`config.mk`:
```
export PLATFORM = sky130hd
export DESIGN_NAME = axi_stripe_read_burst_flat
export DESIGN_NICKNAME = d
export VERILOG_FILES = /design/src/rtl/axi_stripe_read_burst_if.sv /design/src/rtl/axi_stripe_read_burst.sv /design/src/flat_wrapper.sv
export SDC_FILE = /design/constraint.sdc
export NUM_CORES = 1
export LEC_CHECK = 0
export BUFFER_PORTS_ARGS = -buffer_cell sky130_fd_sc_hd__buf_4
export CAP_MARGIN = 30
export CORE_UTILIZATION = 45
export DETAILED_ROUTE_END_ITERATION = 10
export GPL_ROUTABILITY_DRIVEN = 0
export PLACE_DENSITY = 0.76
export SYNTH_ARGS = -nofsm -noshare
export SYNTH_HDL_FRONTEND = slang
export SYNTH_SLANG_ARGS = --single-unit
```
`constraint.sdc`:
```
create_clock -name axi_clk -period 3.1 [get_ports axi_clk]
set_clock_uncertainty 0.1 [all_clocks]
set_input_delay 0.775 -clock axi_clk [delete_from_list [all_inputs] [get_ports axi_clk]]
set_output_delay 0.775 -clock axi_clk [all_outputs]
set_load 0.02 [all_outputs]
```
`src/rtl/axi_stripe_read_burst_if.sv`:
```
// Bus bundle for the striped read front-end: the upstream burst read port plus NUM_S
// single-beat subordinate read ports. The slave modport is the front-end's view.
interface axi_stripe_read_burst_if #(
    parameter int NUM_S           = 2,
    parameter int AXI_ADDR_WIDTH  = 20,
    parameter int AXI_DATA_WIDTH  = 16,
    parameter int AXI_ARLEN_WIDTH = 8
);
    // Every channel uses AXI valid/ready: a transfer happens on a rising clock edge where
    // valid and ready are both high; a source keeps valid and its payload stable until then.
    logic [AXI_ADDR_WIDTH-1:0]             in_axi_araddr;
    logic [AXI_ARLEN_WIDTH-1:0]            in_axi_arlen;
    logic                                  in_axi_arvalid;
    logic                                  in_axi_arready;
    logic [AXI_DATA_WIDTH-1:0]             in_axi_rdata;
    logic [1:0]                            in_axi_rresp;
    logic                                  in_axi_rvalid;
    logic                                  in_axi_rlast;
    logic                                  in_axi_rready;

    logic [NUM_S-1:0][AXI_ADDR_WIDTH-1:0]  out_axi_araddr;
    logic [NUM_S-1:0]                      out_axi_arvalid;
    logic [NUM_S-1:0]                      out_axi_arready;
    logic [NUM_S-1:0][AXI_DATA_WIDTH-1:0]  out_axi_rdata;
    logic [NUM_S-1:0][1:0]                 out_axi_rresp;
    logic [NUM_S-1:0]                      out_axi_rvalid;
    logic [NUM_S-1:0]                      out_axi_rready;

    logic                                  dbg_state;

    modport slave (
        input  in_axi_araddr, in_axi_arlen, in_axi_arvalid, in_axi_rready,
               out_axi_arready, out_axi_rdata, out_axi_rresp, out_axi_rvalid,
        output in_axi_arready, in_axi_rdata, in_axi_rresp, in_axi_rvalid, in_axi_rlast,
               out_axi_araddr, out_axi_arvalid, out_axi_rready, dbg_state
    );

    modport master (
        output in_axi_araddr, in_axi_arlen, in_axi_arvalid, in_axi_rready,
               out_axi_arready, out_axi_rdata, out_axi_rresp, out_axi_rvalid,
        input  in_axi_arready, in_axi_rdata, in_axi_rresp, in_axi_rvalid, in_axi_rlast,
               out_axi_araddr, out_axi_arvalid, out_axi_rready, dbg_state
    );
endinterface

```
`src/rtl/axi_stripe_read_burst.sv`:
```
// Splits one AXI read burst into single-beat reads striped over NUM_S subordinates and
// restores beat order with per-subordinate FIFOs. Optional: AXI_STRIPE_READ_BURST_STICKY_RESP_EN.
module axi_stripe_read_burst #(
    parameter int NUM_S           = 2,
    parameter int AXI_ADDR_WIDTH  = 20,
    parameter int AXI_DATA_WIDTH  = 16,
    parameter int AXI_ARLEN_WIDTH = 8,
    parameter int FIFO_DEPTH      = 4
) (
    input logic                    axi_clk,
    input logic                    axi_resetn,
    axi_stripe_read_burst_if.slave bus
);
    localparam int SEL_BITS = $clog2(NUM_S);
    localparam int PTR_BITS = $clog2(FIFO_DEPTH);
    localparam int CNT_BITS = AXI_ARLEN_WIDTH + 1;
    localparam int ENT_BITS = AXI_DATA_WIDTH + 2;
    localparam logic [PTR_BITS:0] CREDIT_MAX = (PTR_BITS+1)'(FIFO_DEPTH);
    localparam logic [PTR_BITS:0] FULL_XOR   = {1'b1, {PTR_BITS{1'b0}}};

    localparam logic [0:0] S_IDLE   = 1'b0;
    localparam logic [0:0] S_ACTIVE = 1'b1;

    logic [0:0]                           state;
    logic                                 arready_q;
    logic [SEL_BITS-1:0]                  base_lo;
    logic [AXI_ARLEN_WIDTH-1:0]           len_q;
    logic [AXI_ARLEN_WIDTH-1:0]           ret_q;

    logic [NUM_S-1:0][AXI_ADDR_WIDTH-1:0] addr_q;
    logic [NUM_S-1:0][CNT_BITS-1:0]       cnt_q;
    logic [NUM_S-1:0][PTR_BITS:0]         credit_q;
    logic [NUM_S-1:0][PTR_BITS:0]         wptr_q;
    logic [NUM_S-1:0][PTR_BITS:0]         rptr_q;
    logic [ENT_BITS-1:0]                  mem [NUM_S][FIFO_DEPTH];

    logic [NUM_S-1:0][SEL_BITS-1:0]       start_d;
    logic [NUM_S-1:0][AXI_ADDR_WIDTH-1:0] start_addr;
    logic [NUM_S-1:0][CNT_BITS-1:0]       start_cnt;
    logic [NUM_S-1:0]                     issue, fire, full, empty, push, pop;

    logic                                 accept;
    logic [SEL_BITS-1:0]                  rsel;
    logic [PTR_BITS-1:0]                  rd_idx;
    logic [ENT_BITS-1:0]                  head;
    logic [1:0]                           resp_out;
    logic                                 rvalid;
    logic                                 beat_fire;
    logic                                 beat_last;

    assign accept    = bus.in_axi_arvalid && arready_q;
    assign rsel      = base_lo + ret_q[SEL_BITS-1:0];
    assign rd_idx    = rptr_q[rsel][PTR_BITS-1:0];
    assign head      = mem[rsel][rd_idx];
    assign rvalid    = (state == S_ACTIVE) && !empty[rsel];
    assign beat_fire = rvalid && bus.in_axi_rready;
    assign beat_last = (ret_q == len_q);

    // Offset d of each subordinate's first word from the base, and its share of the burst.
    always_comb begin
        start_d    = '0;
        start_addr = '0;
        start_cnt  = '0;
        for (int s = 0; s < NUM_S; s++) begin
            start_d[s]    = SEL_BITS'(s) - bus.in_axi_araddr[SEL_BITS-1:0];
            start_addr[s] = bus.in_axi_araddr + AXI_ADDR_WIDTH'(start_d[s]);
            if (AXI_ARLEN_WIDTH'(start_d[s]) <= bus.in_axi_arlen)
                start_cnt[s] = CNT_BITS'((bus.in_axi_arlen - AXI_ARLEN_WIDTH'(start_d[s])) >> SEL_BITS)
                               + CNT_BITS'(1);
        end
    end

    always_comb begin
        issue = '0;
        fire  = '0;
        full  = '0;
        empty = '0;
        push  = '0;
        pop   = '0;
        for (int s = 0; s < NUM_S; s++) begin
            issue[s] = (cnt_q[s] != '0) && (credit_q[s] < CREDIT_MAX);
            fire[s]  = issue[s] && bus.out_axi_arready[s];
            full[s]  = ((wptr_q[s] ^ rptr_q[s]) == FULL_XOR);
            empty[s] = (wptr_q[s] == rptr_q[s]);
            push[s]  = bus.out_axi_rvalid[s] && !full[s];
            pop[s]   = beat_fire && (rsel == SEL_BITS'(s));
        end
    end

    always_ff @(posedge axi_clk or negedge axi_resetn) begin
        if (!axi_resetn) begin
            state     <= S_IDLE;
            arready_q <= 1'b0;
            base_lo   <= '0;
            len_q     <= '0;
            ret_q     <= '0;
        end else begin
            case (state)
                S_IDLE: begin
                    if (accept) begin
                        state     <= S_ACTIVE;
                        arready_q <= 1'b0;
                        base_lo   <= bus.in_axi_araddr[SEL_BITS-1:0];
                        len_q     <= bus.in_axi_arlen;
                        ret_q     <= '0;
                    end else begin
                        arready_q <= 1'b1;
                    end
                end
                S_ACTIVE: begin
                    if (beat_fire) begin
                        if (beat_last) begin
                            state     <= S_IDLE;
                            arready_q <= 1'b1;
                            ret_q     <= '0;
                        end else begin
                            ret_q <= ret_q + AXI_ARLEN_WIDTH'(1);
                        end
                    end
                end
                default: state <= S_IDLE;
            endcase
        end
    end

    // Credit covers both in-flight requests and buffered beats, so a push never finds a full FIFO.
    always_ff @(posedge axi_clk or negedge axi_resetn) begin
        if (!axi_resetn) begin
            addr_q   <= '0;
            cnt_q    <= '0;
            credit_q <= '0;
            wptr_q   <= '0;
            rptr_q   <= '0;
        end else begin
            for (int s = 0; s < NUM_S; s++) begin
                if (accept) begin
                    addr_q[s] <= start_addr[s];
                    cnt_q[s]  <= start_cnt[s];
                end else if (fire[s]) begin
                    addr_q[s] <= addr_q[s] + AXI_ADDR_WIDTH'(NUM_S);
                    cnt_q[s]  <= cnt_q[s] - CNT_BITS'(1);
                end
                if (fire[s] && !pop[s])
                    credit_q[s] <= credit_q[s] + (PTR_BITS+1)'(1);
                else if (!fire[s] && pop[s])
                    credit_q[s] <= credit_q[s] - (PTR_BITS+1)'(1);
                if (push[s])
                    wptr_q[s] <= wptr_q[s] + (PTR_BITS+1)'(1);
                if (pop[s])
                    rptr_q[s] <= rptr_q[s] + (PTR_BITS+1)'(1);
            end
        end
    end

    always_ff @(posedge axi_clk) begin
        for (int s = 0; s < NUM_S; s++) begin
            if (push[s])
                mem[s][wptr_q[s][PTR_BITS-1:0]] <= {bus.out_axi_rdata[s], bus.out_axi_rresp[s]};
        end
    end

`ifdef AXI_STRIPE_READ_BURST_STICKY_RESP_EN
    logic [1:0] sticky_q;

    assign resp_out = (head[1:0] > sticky_q) ? head[1:0] : sticky_q;

    always_ff @(posedge axi_clk or negedge axi_resetn) begin
        if (!axi_resetn)
            sticky_q <= '0;
        else if (state == S_IDLE)
            sticky_q <= '0;
        else if (beat_fire)
            sticky_q <= resp_out;
    end
`else
    assign resp_out = head[1:0];
`endif

    // Payload is gated so the output reads zero whenever no beat is presented.
    assign bus.in_axi_arready  = arready_q;
    assign bus.in_axi_rvalid   = rvalid;
    assign bus.in_axi_rdata    = rvalid ? head[ENT_BITS-1:2] : '0;
    assign bus.in_axi_rresp    = rvalid ? resp_out : 2'b00;
    assign bus.in_axi_rlast    = rvalid && beat_last;
    assign bus.out_axi_araddr  = addr_q;
    assign bus.out_axi_arvalid = issue;
    assign bus.out_axi_rready  = ~full;
    assign bus.dbg_state       = state[0];
endmodule
```
`src/flat_wrapper.sv`:
```
// flat-port wrapper written by rule: the top's interface ports become plain ports
module axi_stripe_read_burst_flat 
#(
    parameter int NUM_S           = 2,
    parameter int AXI_ADDR_WIDTH  = 20,
    parameter int AXI_DATA_WIDTH  = 16,
    parameter int AXI_ARLEN_WIDTH = 8,
    parameter int FIFO_DEPTH      = 4
)
  (axi_clk, axi_resetn, bus_in_axi_araddr, bus_in_axi_arlen, bus_in_axi_arvalid, bus_in_axi_rready, bus_out_axi_arready, bus_out_axi_rdata, bus_out_axi_rresp, bus_out_axi_rvalid, bus_in_axi_arready, bus_in_axi_rdata, bus_in_axi_rresp, bus_in_axi_rvalid, bus_in_axi_rlast, bus_out_axi_araddr, bus_out_axi_arvalid, bus_out_axi_rready, bus_dbg_state);
  axi_stripe_read_burst_if #(.NUM_S(NUM_S), .AXI_ADDR_WIDTH(AXI_ADDR_WIDTH), .AXI_DATA_WIDTH(AXI_DATA_WIDTH), .AXI_ARLEN_WIDTH(AXI_ARLEN_WIDTH)) bus_i ();
  input logic axi_clk;
  input logic axi_resetn;
  input wire logic [$bits(bus_i.in_axi_araddr)-1:0] bus_in_axi_araddr;
  input wire logic [$bits(bus_i.in_axi_arlen)-1:0] bus_in_axi_arlen;
  input wire logic [$bits(bus_i.in_axi_arvalid)-1:0] bus_in_axi_arvalid;
  input wire logic [$bits(bus_i.in_axi_rready)-1:0] bus_in_axi_rready;
  input wire logic [$bits(bus_i.out_axi_arready)-1:0] bus_out_axi_arready;
  input wire logic [$bits(bus_i.out_axi_rdata)-1:0] bus_out_axi_rdata;
  input wire logic [$bits(bus_i.out_axi_rresp)-1:0] bus_out_axi_rresp;
  input wire logic [$bits(bus_i.out_axi_rvalid)-1:0] bus_out_axi_rvalid;
  output wire logic [$bits(bus_i.in_axi_arready)-1:0] bus_in_axi_arready;
  output wire logic [$bits(bus_i.in_axi_rdata)-1:0] bus_in_axi_rdata;
  output wire logic [$bits(bus_i.in_axi_rresp)-1:0] bus_in_axi_rresp;
  output wire logic [$bits(bus_i.in_axi_rvalid)-1:0] bus_in_axi_rvalid;
  output wire logic [$bits(bus_i.in_axi_rlast)-1:0] bus_in_axi_rlast;
  output wire logic [$bits(bus_i.out_axi_araddr)-1:0] bus_out_axi_araddr;
  output wire logic [$bits(bus_i.out_axi_arvalid)-1:0] bus_out_axi_arvalid;
  output wire logic [$bits(bus_i.out_axi_rready)-1:0] bus_out_axi_rready;
  output wire logic [$bits(bus_i.dbg_state)-1:0] bus_dbg_state;
  assign bus_i.in_axi_araddr = bus_in_axi_araddr;
  assign bus_i.in_axi_arlen = bus_in_axi_arlen;
  assign bus_i.in_axi_arvalid = bus_in_axi_arvalid;
  assign bus_i.in_axi_rready = bus_in_axi_rready;
  assign bus_i.out_axi_arready = bus_out_axi_arready;
  assign bus_i.out_axi_rdata = bus_out_axi_rdata;
  assign bus_i.out_axi_rresp = bus_out_axi_rresp;
  assign bus_i.out_axi_rvalid = bus_out_axi_rvalid;
  assign bus_in_axi_arready = bus_i.in_axi_arready;
  assign bus_in_axi_rdata = bus_i.in_axi_rdata;
  assign bus_in_axi_rresp = bus_i.in_axi_rresp;
  assign bus_in_axi_rvalid = bus_i.in_axi_rvalid;
  assign bus_in_axi_rlast = bus_i.in_axi_rlast;
  assign bus_out_axi_araddr = bus_i.out_axi_araddr;
  assign bus_out_axi_arvalid = bus_i.out_axi_arvalid;
  assign bus_out_axi_rready = bus_i.out_axi_rready;
  assign bus_dbg_state = bus_i.dbg_state;
  axi_stripe_read_burst #(.NUM_S(NUM_S), .AXI_ADDR_WIDTH(AXI_ADDR_WIDTH), .AXI_DATA_WIDTH(AXI_DATA_WIDTH), .AXI_ARLEN_WIDTH(AXI_ARLEN_WIDTH), .FIFO_DEPTH(FIFO_DEPTH)) u_core (.axi_clk(axi_clk), .axi_resetn(axi_resetn), .bus(bus_i));
endmodule
```
# Word level (Yosys, flattened, before mapping)

Memory sizes are Yosys's and may differ from the RTL's.
Index checks and enable logic that the tools add are counted.

Add/sub/neg operators: 22
Magnitude comparators: 10
Equality and inequality tests: 8
Multiplexer cells: 43
Bitwise gates (word level): 8
Reductions and logical operators: 34

Operators with widths:

| kind                                                      | number |
|---|---|
| two-way mux 72 bit                                        | 2 |
| two-way mux 20 bit                                        | 4 |
| demux 18 bit (select 2 bit)                               | 2 |
| two-way mux 18 bit                                        | 4 |
| two-way mux 9 bit                                         | 6 |
| adder 20 x 1 -> 20 bit                                    | 2 |
| adder 20 x 2 -> 20 bit (second input constant)            | 2 |
| binary-select mux 18 bit (select 2 bit)                   | 1 |
| two-way mux 8 bit                                         | 3 |
| adder 3 x 1 -> 3 bit (second input constant)              | 6 |
| adder 8 x 1 -> 9 bit (second input constant)              | 2 |
| logical AND 1 bit                                         | 18 |
| nonzero test 9 bit                                        | 2 |
| subtractor 8 x 1 -> 9 bit                                 | 2 |
| subtractor 9 x 1 -> 9 bit (second input constant)         | 2 |
| <= comparator 1 x 8 -> 1 bit                              | 2 |
| two-way mux 16 bit                                        | 1 |
| case mux 8 bit (2 select lines)                           | 1 |
| two-way mux 3 bit                                         | 4 |
| two-way mux 1 bit                                         | 10 |
| greater-or-equal comparator 3 bit (second input constant) | 3 |
| NOT 2 -> 3 bit                                            | 3 |
| adder 8 x 1 -> 8 bit (second input constant)              | 1 |
| == test 8 bit                                             | 1 |
| other kinds (18)                                          | 41 |

Register bits after elaboration: 95
Bits in writable memories: 144
Bits of input ports: 72
Output and inout bits: 66
Word-level logic and storage cells: 141
Memories: 1

Memory list:

| memory     | words | bits a word | read ports | clocked after memory_dff | write ports | RTL line                    | text |
|---|---|---|---|---|---|---|---|
| u_core.mem | 2     | 72          | 1          | 0                        | 2           | axi_stripe_read_burst.sv:35 | `logic [ENT_BITS-1:0] mem [NUM_S][FIFO_DEPTH];` |

# Longest topological paths before layout

Depth after elaboration: 10
Depth in mapped cells: 12
Mapped depth without buffers: 11

# Least setup slack after synthesis

No wires, ideal clock.

Kind: register to output
From: register u_core.ret_q[0]
To: output bus_in_axi_rdata[4]
Arrival time: 2.087 ns
Required time: 2.225 ns
Slack: 0.138 ns
Cell stages (with the launch flop): 9
Cells stage by stage: dfrtp_1 > clkbuf_1 > xor2_1 > clkbuf_1 > buf_1 > a211oi_1 > a211oi_1 > a21oi_1 > nor2_1

Cells in the longest elaborated chain, start to end: 8

RTL lines:

| item                                                   | RTL line                     | text |
|---|---|---|
| start, declared                                        | axi_stripe_read_burst.sv:28  | `logic [AXI_ARLEN_WIDTH-1:0] ret_q;` |
| start signal, assigned                                 | axi_stripe_read_burst.sv:117 | `ret_q <= ret_q + AXI_ARLEN_WIDTH'(1);` |
| adder 1 bit (*)                                        | axi_stripe_read_burst.sv:52  | `assign rsel = base_lo + ret_q[SEL_BITS-1:0];` |
| two-way mux 2 bit (not written as such) (2 in series)  | axi_stripe_read_burst.sv:53  | `assign rd_idx = rptr_q[rsel][PTR_BITS-1:0];` |
| NOT 2 -> 3 bit (not written as such)                   | axi_stripe_read_burst.sv:54  | `assign head = mem[rsel][rd_idx];` |
| binary-select mux 18 bit (select 2 bit)                | axi_stripe_read_burst.sv:54  |  |
| two-way mux 18 bit (not written as such) (2 in series) | axi_stripe_read_burst.sv:54  |  |
| two-way mux 16 bit (*)                                 | axi_stripe_read_burst.sv:182 | `assign bus.in_axi_rdata = rvalid ? head[ENT_BITS-1:2] : '0;` |
| end, declared                                          | flat_wrapper.sv:23           | `output wire logic [$bits(bus_i.in_axi_rdata)-1:0] bus_in_axi_rdata;` |

Every way passes the cells marked *; elsewhere a longest branch is shown, timed or not. The select of a mux whose other input is x is not followed.

# Worst setup path in the final report

From: register u_core.base_lo
To: output bus_in_axi_rdata[5]

Cells in the longest elaborated chain, start to end: 8

RTL lines:

| item                                                   | RTL line                     | text |
|---|---|---|
| start, declared                                        | axi_stripe_read_burst.sv:26  | `logic [SEL_BITS-1:0] base_lo;` |
| start signal, assigned                                 | axi_stripe_read_burst.sv:103 | `base_lo <= bus.in_axi_araddr[SEL_BITS-1:0];` |
| adder 1 bit (*)                                        | axi_stripe_read_burst.sv:52  |  |
| two-way mux 2 bit (not written as such) (2 in series)  | axi_stripe_read_burst.sv:53  |  |
| NOT 2 -> 3 bit (not written as such)                   | axi_stripe_read_burst.sv:54  |  |
| binary-select mux 18 bit (select 2 bit)                | axi_stripe_read_burst.sv:54  |  |
| two-way mux 18 bit (not written as such) (2 in series) | axi_stripe_read_burst.sv:54  |  |
| two-way mux 16 bit (*)                                 | axi_stripe_read_burst.sv:182 |  |

Marked as above.

==> flow_summary.json <==
{
  "path_clk_slew_ns": 0.07,
  "pre_cts_slack_ns": 0.0869,
  "grt_usage": 0.210,
  "grt_max_degree": 57,
  "seq_area_frac_synth": 0.562,
  "final_antenna_net_count": 0,
  "dpl_cell_area_um2": 13400,
  "drt_wl_total_um": 29400,
  "clock_path_buffers": 3,
  "rows": 59,
  "report.final.hold_viol_count": 0,
  "syn_to_final_growth_pct": 24.2,
  "layout-drive-gt1-share": 0.231,
  "timing.final.crit_share": 1.06,
  "synth_edf_count": 144,
  "firstDrtPassIters": 7,
  "gr-total-overflow": 0,
  "max_cap_viol_count": 0,
  "synth_warnings": 0,
  "crit_chain": "xor2_4 > buf_12 > mux2i_4 > buf_4 > clkbuf_16 > a211oi_1 > a21oi_1 > nor2_1 > buf_4",
  "final_max_slew_viol_count": 0,
  "clkPwrFrac": 0.173,
  "io_buffers": 136,
  "grt_pass1_vias": 8250,
  "intPower_uw": 9980,
  "grt_pass1_wl_um": 44000,
  "tightestPinTransition_ns": 1.03,
  "total_power_uw": 17000,
  "dp_hpwl_um": 18800,
  "async_reset_ff_frac": 0.395,
  "violations": "setup timing",
  "die_h_um": 164,
  "clk_latency_ns": 0.54,
  "cp_max_fo": 9,
  "drt_iter0_markers": 581,
  "holdWs_ns": 0.168,
  "fin_util": 0.568,
  "cts_made_buffers": 25,
  "start_kind": "register",
  "fill_cells": 2082,
  "relSlewSlack": 0.316,
  "layout_setup_ws_ns": -0.186,
  "worst_path_largest_cell_delay_ns": 0.44,
  "vias_per_cell": 5.58,
  "nets": 1295,
  "antenna_found_initial": 2,
  "powerDensity_nw_per_um2": 1150,
  "cpMaxStageDelayCell": "dfrtp_2",
  "postSynthCellCount": 1044,
  "die_w_um": 164,
  "coreArea_um2": 26000,
  "p_comb_frac": 0.525,
  "switching_power_uw": 6970,
  "hp-class": "in2async",
  "switching_share": 0.411,
  "hold_buffers": 0,
  "root_buffer": "clkbuf_16",
  "cp-end-kind": "output pin",
  "die-area_um2": 27000,
  "cp_top_family": "buffers and inverters",
  "max_freq_ghz": 0.304,
  "crit_required_ns": 2.22,
  "cts_tree": "yes",
  "htree_levels": 1,
  "rsz0062_at_grt": "true",
  "period_needed_ns": 3.29,
  "design_area_um2": 14800,
  "vias": 8656,
  "wire_per_inst_um": 18.9,
  "synth_cell_type_count": 60,
  "drc": 0,
  "start_util": 0.457,
  "io_pins": 138,
  "cp_common_cell": "buf_4",
  "ys_ff_latch": 238,
  "critical_path_buf_inv_count": 4,
  "arrival_ns": 2.41,
  "synth_flop_cell": "edfxtp_1",
  "seqPwrFrac": 0.301,
  "status": "finished, violations left",
  "path_class": "reg2out",
  "synth_area_um2": 11900,
  "finalSetupViolations": 19,
  "cts.sinks": 238,
  "syn_area_per_cell_um2": 11.4,
  "syn_nets": 1144,
  "cellLeakagePower_uw": 0.00578,
  "vdd_drop_max_uv": 765
}
## worst paths after layout
kind / from / endpoint / slack, ns / cells after the start
min: axi_resetn / u_core.len_q[1] / 0.17 / 1
max in group asynchronous: axi_resetn / u_core.rptr_q[3] / 2.02 / 2
min reg2reg: u_core.bus.out_axi_araddr[20] / u_core.bus.out_axi_araddr[20] / 0.38 / 1
min in group axi_clk: bus_out_axi_rdata[17] / u_core.mem[1][39] / 0.35 / 1
max: u_core.base_lo / bus_in_axi_rdata[5] / -0.19 / 9
max reg2reg: u_core.ret_q[0] / u_core.credit_q[5] / 0.20 / 13
## routing by layer
metal  part of all wire  vias to the layer above  global-route usage
li1                   -                     4104                   -
met1               0.42                     4177               0.288
met2               0.47                      322               0.330
met5            0.00048                        -                   0
met4              0.021                        2              0.0621
met3              0.090                       51              0.0520
## power by group through the flow
| stage | Combinational [uW] | Sequential, uW | Clock, uW |
|---|---|---|---|
| 4_1_cts | 8030 | 5090 | 2970 |
| 2_1_floorplan | 4350 | 5200 | 0 |
| 3_3_place_gp | 7080 | 5100 | 0 |
| 3_5_place_dp | 7230 | 5130 | 0 |
| 6_report | 8900 | 5110 | 2940 |
| 5_1_grt | 9500 | 5220 | 3110 |
## through the flow
stage	cells	setup TNS, ns
detailed placement	1484	0
floorplan	1044	0
finish	1550	-2.44
CTS	1538	-1.70
global route	1550	-4.09
global placement	1484	0
## cells in the mapped netlist, drive strengths merged (3+ instances only)
library cell    n  area share
nor4b           3      0.0022
nor3b           7      0.0044
nor2           58       0.018
clkbuf         48       0.015
nand2b         12      0.0063
o22a            3      0.0022
nor2b          39       0.021
nor3           19      0.0080
a21o            4      0.0025
or2             5      0.0026
ha             26       0.027
a211oi         55       0.035
and3           21       0.011
a31oi           5      0.0026
xnor2          51       0.038
a21oi          57       0.024
o21ai          52       0.022
mux2i          45       0.038
o31a            4      0.0032
inv            26      0.0082
or3             6      0.0040
nand2          83       0.026
xor2           56       0.041
nand3          25       0.011
nand4          20       0.011
nor4            9      0.0047
buf            10      0.0055
o22ai          10      0.0053
dfrtp          94        0.20
and2            7      0.0039
and4            6      0.0044
o31ai           3      0.0031
edfxtp        144        0.36
mux2            7      0.0066
## logic make-up (layout without fill, tap and decap cells)
family                     Yosys count  after routing  synth area share
AOI/OAI and AO/OA                  212            212             0.115
xor gates and xnor gates           107            107            0.0789
adders and majority gates           28             28            0.0308
buffers and inverters               84            254            0.0290
DFF                                238            238             0.562
muxes                               52             52            0.0446
other                                1              2          0.000316
and+or+nand+nor                    322            322             0.139
## layout by cell type, fill, tap and decap left out, types with 26 or more instances in the layout
master and n:
a211oi_1 34, a21oi_1 53, buf_4 161, clkbuf_16 30
dfrtp_1 90, edfxtp_1 144, ha_1 26, mux2i_1 44
nand2_1 83, nor2_1 57, nor2b_1 39, o21ai_0 51
xnor2_1 50, xor2_1 55
## state kept, by name (all words and copies together), names as in the netlist, 6 cells and up
signal / count
u_core.len_q: 8
u_core.bus.out_axi_araddr: 39
u_core.cnt_q: 18
u_core.ret_q: 8
u_core.rptr_q: 6
u_core.wptr_q: 6
u_core.credit_q: 6
u_core.mem: 144
## layout make-up
class,instances,area (um^2),area share
Multi-Input combinational cell,722,5080,0.344
Sequential cell,238,6680,0.453
Clock inverter,10,100,0.00679
Timing Repair Buffer,182,1660,0.113
Tap cell,335,419,0.0284
Antenna cell,1,2.50,0.000170
Inverter,26,97.6,0.00662
Clock buffer,36,707,0.0479
## timing repair
item,in CTS,in global routing
setup endpoints to repair,19,23
buffers inserted,4,6
pin swaps,5,8
gates resized for setup,19,27
gates cloned,4,5
Note: power is estimated with default switching activity, not from simulation.
